**src/rtl/demux_pkg.sv**
```systemverilog
// rtl/demux_pkg.sv - shared constants and helpers for the demux32 router
package demux_pkg;

    localparam int   WIDTH_DEFAULT = 32;
    localparam logic SEL_A         = 1'b0;
    localparam logic SEL_B         = 1'b1;

    // Ceiling log2 for sizing pointers; returns 0 for values <= 1
    function automatic int clog2(input int value);
        int r;
        r = 0;
        for (int i = 0; i < 31; i++) begin
            if ((1 << i) < value) begin
                r = i + 1;
            end
        end
        return r;
    endfunction

endpackage

```
**src/rtl/demux32_router_chan_fifo.sv**
```systemverilog
// rtl/demux32_router_chan_fifo.sv - per-channel buffer with registered head word and delivery counter
module chan_fifo
    import demux_pkg::*;
#(
    parameter int WIDTH = WIDTH_DEFAULT,
    parameter int DEPTH = 2,
    parameter int CNT_W = 16
) (
    input  logic             clk,
    input  logic             rst,
    input  logic             push,
    input  logic [WIDTH-1:0] push_data,
    input  logic             pop_ready,
    output logic             out_valid,
    output logic [WIDTH-1:0] out_data,
    output logic             full,
    output logic [CNT_W-1:0] count
);

    localparam int AW = clog2(DEPTH);

    logic [WIDTH-1:0] mem_q [DEPTH];
    logic [AW-1:0]    wr_q, wr_d;
    logic [AW-1:0]    rd_q, rd_d;
    logic [AW:0]      occ_q, occ_d;
    logic [WIDTH-1:0] data_q, data_d;
    logic [CNT_W-1:0] cnt_q, cnt_d;
    logic             pop;

    assign out_valid = (occ_q != '0);
    assign full      = (occ_q == (AW+1)'(DEPTH));
    assign pop       = out_valid && pop_ready;
    assign out_data  = data_q;
    assign count     = cnt_q;

    // Next pointers/occupancy, and the word that will sit at the head next cycle
    always_comb begin
        wr_d   = wr_q;
        rd_d   = rd_q;
        occ_d  = occ_q;
        cnt_d  = cnt_q;
        data_d = data_q;
        if (push) begin
            wr_d = wr_q + 1'b1;
        end
        if (pop) begin
            rd_d  = rd_q + 1'b1;
            cnt_d = cnt_q + 1'b1;
        end
        if (push && !pop) begin
            occ_d = occ_q + 1'b1;
        end else if (pop && !push) begin
            occ_d = occ_q - 1'b1;
        end
        // The new head is the incoming word only when the buffer drains to it this cycle;
        // an empty buffer keeps presenting the last head word.
        if (occ_d != '0) begin
            data_d = (push && (wr_q == rd_d)) ? push_data : mem_q[rd_d];
        end
    end

    // Control and head register; reset discards all buffered words
    always_ff @(posedge clk or posedge rst) begin
        if (rst) begin
            wr_q   <= '0;
            rd_q   <= '0;
            occ_q  <= '0;
            cnt_q  <= '0;
            data_q <= '0;
        end else begin
            wr_q   <= wr_d;
            rd_q   <= rd_d;
            occ_q  <= occ_d;
            cnt_q  <= cnt_d;
            data_q <= data_d;
        end
    end

    // Storage array; contents are only meaningful under occupancy, so no reset
    always_ff @(posedge clk) begin
        if (push) begin
            mem_q[wr_q] <= push_data;
        end
    end

endmodule

```
**src/rtl/demux32_router.sv**
```systemverilog
// rtl/demux32_router.sv - 1-to-2 demultiplexer steering words into two flow-controlled channels
module demux32_router
    import demux_pkg::*;
#(
    parameter int WIDTH = WIDTH_DEFAULT,
    parameter int DEPTH = 2,
    parameter int CNT_W = 16
) (
    input  logic             clk,
    input  logic             rst,
    input  logic             in_valid,
    input  logic             in_sel,
    input  logic [WIDTH-1:0] in_data,
    output logic             in_ready,
    output logic             a_valid,
    output logic [WIDTH-1:0] a_data,
    input  logic             a_ready,
    output logic             b_valid,
    output logic [WIDTH-1:0] b_data,
    input  logic             b_ready,
    output logic [CNT_W-1:0] a_count,
    output logic [CNT_W-1:0] b_count
);

    logic a_full;
    logic b_full;
    logic accept;
    logic a_push;
    logic b_push;

    // Ready depends only on registered full flags, so a same-cycle pop never opens a slot
    assign in_ready = (in_sel == SEL_B) ? !b_full : !a_full;
    assign accept   = in_valid && in_ready;
    assign a_push   = accept && (in_sel == SEL_A);
    assign b_push   = accept && (in_sel == SEL_B);

    chan_fifo #(.WIDTH(WIDTH), .DEPTH(DEPTH), .CNT_W(CNT_W)) u_chan_a (
        .clk       (clk),
        .rst       (rst),
        .push      (a_push),
        .push_data (in_data),
        .pop_ready (a_ready),
        .out_valid (a_valid),
        .out_data  (a_data),
        .full      (a_full),
        .count     (a_count)
    );

    chan_fifo #(.WIDTH(WIDTH), .DEPTH(DEPTH), .CNT_W(CNT_W)) u_chan_b (
        .clk       (clk),
        .rst       (rst),
        .push      (b_push),
        .push_data (in_data),
        .pop_ready (b_ready),
        .out_valid (b_valid),
        .out_data  (b_data),
        .full      (b_full),
        .count     (b_count)
    );

endmodule

```
**config.mk**
```make
export PLATFORM = sky130hd
export DESIGN_NAME = demux32_router
export DESIGN_NICKNAME = d
export VERILOG_FILES = /design/src/rtl/demux_pkg.sv /design/src/rtl/demux32_router_chan_fifo.sv /design/src/rtl/demux32_router.sv
export SDC_FILE = /design/constraint.sdc
export NUM_CORES = 1
export LEC_CHECK = 0
export CAP_MARGIN = 20
export CORE_MARGIN = 5
export CORE_UTILIZATION = 61
export CTS_BUF_LIST = sky130_fd_sc_hd__clkbuf_4
export CTS_CLUSTER_SIZE = 10
export DETAILED_ROUTE_END_ITERATION = 8
export HOLD_SLACK_MARGIN = 0.1
export PLACE_DENSITY = 0.95
export SYNTH_ARGS = -nofsm -noshare
export SYNTH_HDL_FRONTEND = slang
export SYNTH_SLANG_ARGS = --single-unit
```
**constraint.sdc**
```tcl
create_clock -name clk -period 6.9 [get_ports clk]
set_input_delay 1.38 -clock clk [delete_from_list [all_inputs] [get_ports clk]]
set_output_delay 1.38 -clock clk [all_outputs]
set_load 0.005 [all_outputs]
```
## Word-level counts from Yosys, hierarchy flattened

Memory sizes are Yosys's and may differ from the RTL's. A register that Yosys moved wholly into a read port is not among the register bits.
Index checks and enable logic that the tools add are counted.

- $add $sub $neg: 10
- Eq/ne operators: 2
- Muxes and demuxes: 11
- Bitwise gates (word level): 1
- Reductions and logical operators: 19

Operators by type and width:

| operator | number |
|---|---|
| 16-bit by 1-bit adder with 16-bit output, second input constant | 2 |
| 1-bit logical AND | 9 |
| 2-bit two-way mux | 4 |
| 2-bit nonzero test | 4 |
| 1-bit two-way mux | 7 |
| 1-bit zero test | 6 |
| 1-bit adder, second input constant | 4 |
| 2-bit by 1-bit adder with 2-bit output, second input constant | 2 |
| 2-bit equality test, second input constant | 2 |
| 2-bit by 1-bit subtractor with 2-bit output, second input constant | 2 |
| 1-bit inverter | 1 |

- Bits in registers: 40
- Bits in writable memories: 128
- Input bits: 38
- Output and inout port bits: 99
- Word-level logic and storage cells: 53
- Memories: 2

Memories:

| memory | depth | width | read ports | clocked after memory_dff | wr ports | line | text |
|---|---|---|---|---|---|---|---|
| u_chan_a.mem_q | 2 | 32 | 1 | 1 | 1 | demux32_router_chan_fifo.sv:22 | `logic [WIDTH-1:0] mem_q [DEPTH];` |
| u_chan_b.mem_q | 2 | 32 | 1 | 1 | 1 | demux32_router_chan_fifo.sv:22 |  |

## Depth between registers and ports, before layout

- Word-level depth: 10
- Depth in mapped cells: 10
- Gate-level depth less buffers: 8

## Modules after synthesis

From an unflattened synthesis, not the netlist that was laid out.

- Cells, all modules: 782
- Area, all modules: 10462.5 µm²

By module, submodules not included:

| module | instances | cells each | area an instance (µm²) |
|---|---|---|---|
| chan_fifo (u_chan_a) | 1 | 408 | 5551.6 |
| chan_fifo (u_chan_b) | 1 | 371 | 4884.7 |
| demux32_router | 1 | 3 | 26.3 |

## Least setup slack after synthesis

No wires, ideal clock.

- Path kind: input-to-reg
- Start: input port in_sel
- End: register u_chan_a.data_q[30], in the netlist u_chan_a.out_data[30], read port of u_chan_a.mem_q
- Library setup time: 83 ps
- Data arrival time: 4160 ps
- Setup slack: 2657 ps
- Stages on the path: 7
- Buffers on the path: 2
- Cell sequence: buf_2 -> or3b_4 -> clkbuf_1 -> nor2_1 -> mux2i_1 -> mux2_2 -> o21ai_0

- Word-level cells in the longest chain between the ends: 8
- Elaborated cells on any way between the ends: 10

RTL lines:

| item | line | text |
|---|---|---|
| start, declared | demux32_router.sv:12 | `input logic in_sel,` |
| 1-bit two-way mux | demux32_router.sv:32 | `assign in_ready = (in_sel == SEL_B) ? !b_full : !a_full;` |
| 1-bit logical AND | demux32_router.sv:33 | `assign accept = in_valid && in_ready;` |
| 1-bit logical AND (*) | demux32_router.sv:34 | `assign a_push = accept && (in_sel == SEL_A);` |
| 1-bit zero test | demux32_router_chan_fifo.sv:52 | `end else if (pop && !push) begin` |
| 1-bit logical AND | demux32_router_chan_fifo.sv:52 |  |
| 2-bit two-way mux | demux32_router_chan_fifo.sv:52 |  |
| 2-bit two-way mux (*) | demux32_router_chan_fifo.sv:50 | `if (push && !pop) begin` |
| 2-bit nonzero test (*) | demux32_router_chan_fifo.sv:57 | `if (occ_d != '0) begin` |
| end, declared | demux32_router_chan_fifo.sv:26 | `logic [WIDTH-1:0] data_q, data_d;` |

Every way passes the cells marked *; elsewhere a longest branch is shown, timed or not.
A chain may end at the register's enable or synchronous reset.

## Worst setup path in the final report

- Start: input port a_ready
- End: register u_chan_a.data_q[13], in the netlist u_chan_a.out_data[13], read port of u_chan_a.mem_q

- Word-level cells in the longest chain between the ends: 5
- Elaborated cells on any way between the ends: 8

RTL lines:

| item | line | text |
|---|---|---|
| start, declared | demux32_router.sv:17 | `input logic a_ready,` |
| 1-bit logical AND (*) | demux32_router_chan_fifo.sv:32 | `assign pop = out_valid && pop_ready;` |
| 1-bit logical AND / 1-bit zero test (equally long branches) | demux32_router_chan_fifo.sv:52, demux32_router_chan_fifo.sv:50 |  |
| 2-bit two-way mux / 1-bit logical AND (equally long branches) | demux32_router_chan_fifo.sv:52, demux32_router_chan_fifo.sv:50 |  |
| 2-bit two-way mux | demux32_router_chan_fifo.sv:50 |  |
| 2-bit nonzero test | demux32_router_chan_fifo.sv:57 |  |

Marks and branches as above.

==> flow_metrics.py <==
metrics = {
    "floorplan": {
        "die_y_um": 137,
        "rows": 46,
        "dieArea_um2": 18700,
        "start_util_pct": 61.9,
        "die-width_um": 137,
        "core_um2": 15800,
        "io_pins": 137,
    },
    "yosys": {
        "synth_top_area_share_pct": 39.2,
        "postSynthAreaPerCell_um2": 12.6,
        "ys_ff_latch": 232,
        "synth_nets": 823,
        "synthesis.area_um2": 9800,
        "synthFlopType": "edfxtp_1",
        "netlist_instances": 779,
        "synthArstFlopShare_pct": 44.8,
        "yosys_warnings": 0,
        "synth_area_leaders": "edfxtp_1 (39%), dfrtp_1 (27%), o31ai_1 (4.9%), nand2_1 (3.0%), nor2_1 (2.9%)",
        "synth_cell_types": 46,
        "yosysTopAreaCell": "edfxtp_1",
        "yosysSeqAreaShare_pct": 65.8,
        "synth-edff-count": 128,
    },
    "cts": {
        "post_cts_buffers": 0,
        "numCtsBuffers": 57,
        "path_clk_slew_ns": 0.07,
        "hold_buffers": 0,
        "clock_latency_ns": 0.69,
        "clk_root_buffer_cell": "clkbuf_4",
        "cts_buffer_depth": 3,
        "cts_resized": 0,
        "cts.sinks": 232,
        "cts_tree": "yes",
        "cts.htree.levels": 2,
    },
    "timing": {
        "worst_slew_pin_slew_ns": 1.08,
        "hold_ws_ns": 0.485,
        "relSlewSlack_pct": 27.8,
        "fmax_mhz": 234,
        "min_period_over_period_pct": 62.0,
        "finClkSkew_ns": 0.0303,
        "tns_ns": 0,
        "post-route-min-period_ns": 4.28,
        "rsz0062_at_grt": "no",
        "hold_viol": 0,
        "setup_viol": 0,
        "drv_slew": 0,
    },
    "global_route": {
        "grt_first_pass_wirelength_um": 38200,
        "antenna_found_initial": 1,
        "grt_pass1_vias": 7460,
        "grt_max_degree": 66,
        "grt_usage_pct": 26.1,
        "overflow": 0,
    },
    "drt": {
        "drt-initial-drc-count": 828,
        "drc": 0,
        "via_per_inst": 6.24,
        "drt_wl_total_um": 24800,
        "dr_total_vias": 7432,
        "avgRoutedWirePerCell_um": 20.8,
        "dr.pass1.iters": 7,
        "ant_nets": 0,
    },
    "pwr": {
        "powerDensity_nw_per_um2": 463,
        "p_leak_nw": 4.51,
        "total_power_mw": 5.62,
        "ir_drop_mv": 0.320,
    },
    "setup_path": {
        "start_kind": "input pin",
        "path_class": "in2reg",
        "path_max_fanout": 63,
        "arrival_ns": 4.84,
        "crit_path_end_kind": "flop",
        "worstPathRequired_ns": 7.47,
    },
    "job": {
        "drv_cap": 0,
    },
    "cells_and_area": {
        "mostFrequentLayoutCells": "clkdlybuf4s50_1 (136), edfxtp_1 (128), dfrtp_1 (104), clkbuf_4 (87), nand2_1 (78)",
        "final_common_cell": "clkdlybuf4s50_1",
        "finalNetCount": 971,
        "synthToLayoutAreaGrowth_pct": 23.9,
        "drive_gt1_share_pct": 15.4,
    },
    "placement": {
        "place_hpwl_um": 14000,
        "io_buffers": 136,
        "gp_congestion": 0.783,
    },
    "outcome": {
        "status": "complete, no violations",
    },
    "min_path": {
        "hold_path.class": "reg2reg",
    },
}
==> routing by layer <==
| layer | routed length, µm | track usage, % | vias up |
|---|---|---|---|
| li1 | - | - | 3269 |
| met1 | 9300 | 33.0 | 3615 |
| met2 | 12500 | 43.7 | 487 |
| met3 | 2270 | 5.51 | 61 |
| met4 | 686 | 11.4 | 0 |
| met5 | 0 | 0 | - |
==> metrics by stage <==
| stage | area, µm² | std cells | utilization (%) | worst slack [ns] |
|---|---|---|---|---|
| CTS | 12100 | 1187 | 76.2 | 2.52 |
| finish | 12100 | 1191 | 76.7 | 2.62 |
| global placement | 11300 | 1081 | 71.4 | 2.02 |
| detailed placement | 11300 | 1081 | 71.4 | 1.83 |
| floorplan | 9800 | 779 | - | 2.66 |
| global route | 12100 | 1191 | 76.7 | 2.48 |
==> cells by family after synthesis <==
group / after synthesis / synth area share (%)
and+or+nand+nor: 228 / 10.5
adders and majority gates: 6 / 0.766
AOI/OAI and AO/OA: 199 / 15.7
xor gates and xnor gates: 38 / 3.47
DFF: 232 / 65.8
muxes: 6 / 0.639
buffers and inverters: 70 / 3.13
==> power breakdown <==
part           leakage [nW]  internal (mW)  switching (mW)  total, mW
Combinational          1.62           1.05            1.32       2.37
Sequential             2.44           1.85           0.233       2.08
Clock                 0.446          0.614           0.554       1.17
Total                  4.51           3.51            2.11       5.62
==> registers in the layout, summed over array words and instances, names as in the netlist <==
| name | flops |
|---|---|
| u_chan_b.wr_q | 1 |
| u_chan_a.out_data | 32 |
| u_chan_a.rd_q | 1 |
| u_chan_b.count | 16 |
| u_chan_b.out_data | 32 |
| u_chan_b.occ_q | 2 |
| u_chan_b.mem_q | 64 |
| u_chan_a.occ_q | 2 |
| u_chan_a.mem_q | 64 |
| u_chan_a.wr_q | 1 |
| u_chan_a.count | 16 |
| u_chan_b.rd_q | 1 |
==> area by class of cell <==
cell class	instances	area, µm²
clock buffer	87	653
inverter	12	47.5
tap	216	270
antenna	1	2.50
multi-input combinational	477	3110
sequential	232	6450
fill	909	3690
clock inverter	19	108
timing repair buffer	147	1500
==> final timing paths <==
kind	start	endpoint	slack [ns]	cells after the start
worst min register to register	u_chan_a.count[15]	u_chan_a.count[15]	0.49	1
worst max register to register	u_chan_a.occ_q[0]	u_chan_a.out_data[13]	2.93	9
max in group asynchronous	rst	u_chan_b.out_data[31]	4.61	3
min in group asynchronous	rst	u_chan_b.out_data[3]	1.19	2
worst max-delay path	a_ready	u_chan_a.out_data[13]	2.62	8
worst min-delay path	u_chan_a.count[15]	u_chan_a.count[15]	0.49	1
==> worst max-delay path, cell delays in order <==
cell,delay [ns]
clkdlybuf4s50_1,0.47
and2b_1,0.46
xnor2_4,0.16
buf_4,0.56
inv_2,0.41
nor2_4,0.80
a221oi_1,0.20
o31ai_1,0.37
==> synth_stat cells (all sizes together) (2+ instances only) <==
| library cell | n |
|---|---|
| and3b | 2 |
| dfrtp | 104 |
| o21a | 32 |
| ha | 6 |
| nand4 | 9 |
| o211ai | 2 |
| nor2 | 75 |
| o22ai | 31 |
| xnor2 | 31 |
| a221oi | 31 |
| buf | 17 |
| mux2i | 4 |
| a21oi | 2 |
| nor3 | 32 |
| and3 | 3 |
| xor2 | 7 |
| a31o | 31 |
| edfxtp | 128 |
| o31ai | 64 |
| nor2b | 2 |
| inv | 12 |
| nand2 | 78 |
| mux2 | 2 |
| or4 | 2 |
| and4 | 3 |
| and2 | 2 |
| clkbuf | 41 |
| o21ai | 2 |
| nand3 | 12 |
No activity file was read; power rests on OpenSTA's default activity.
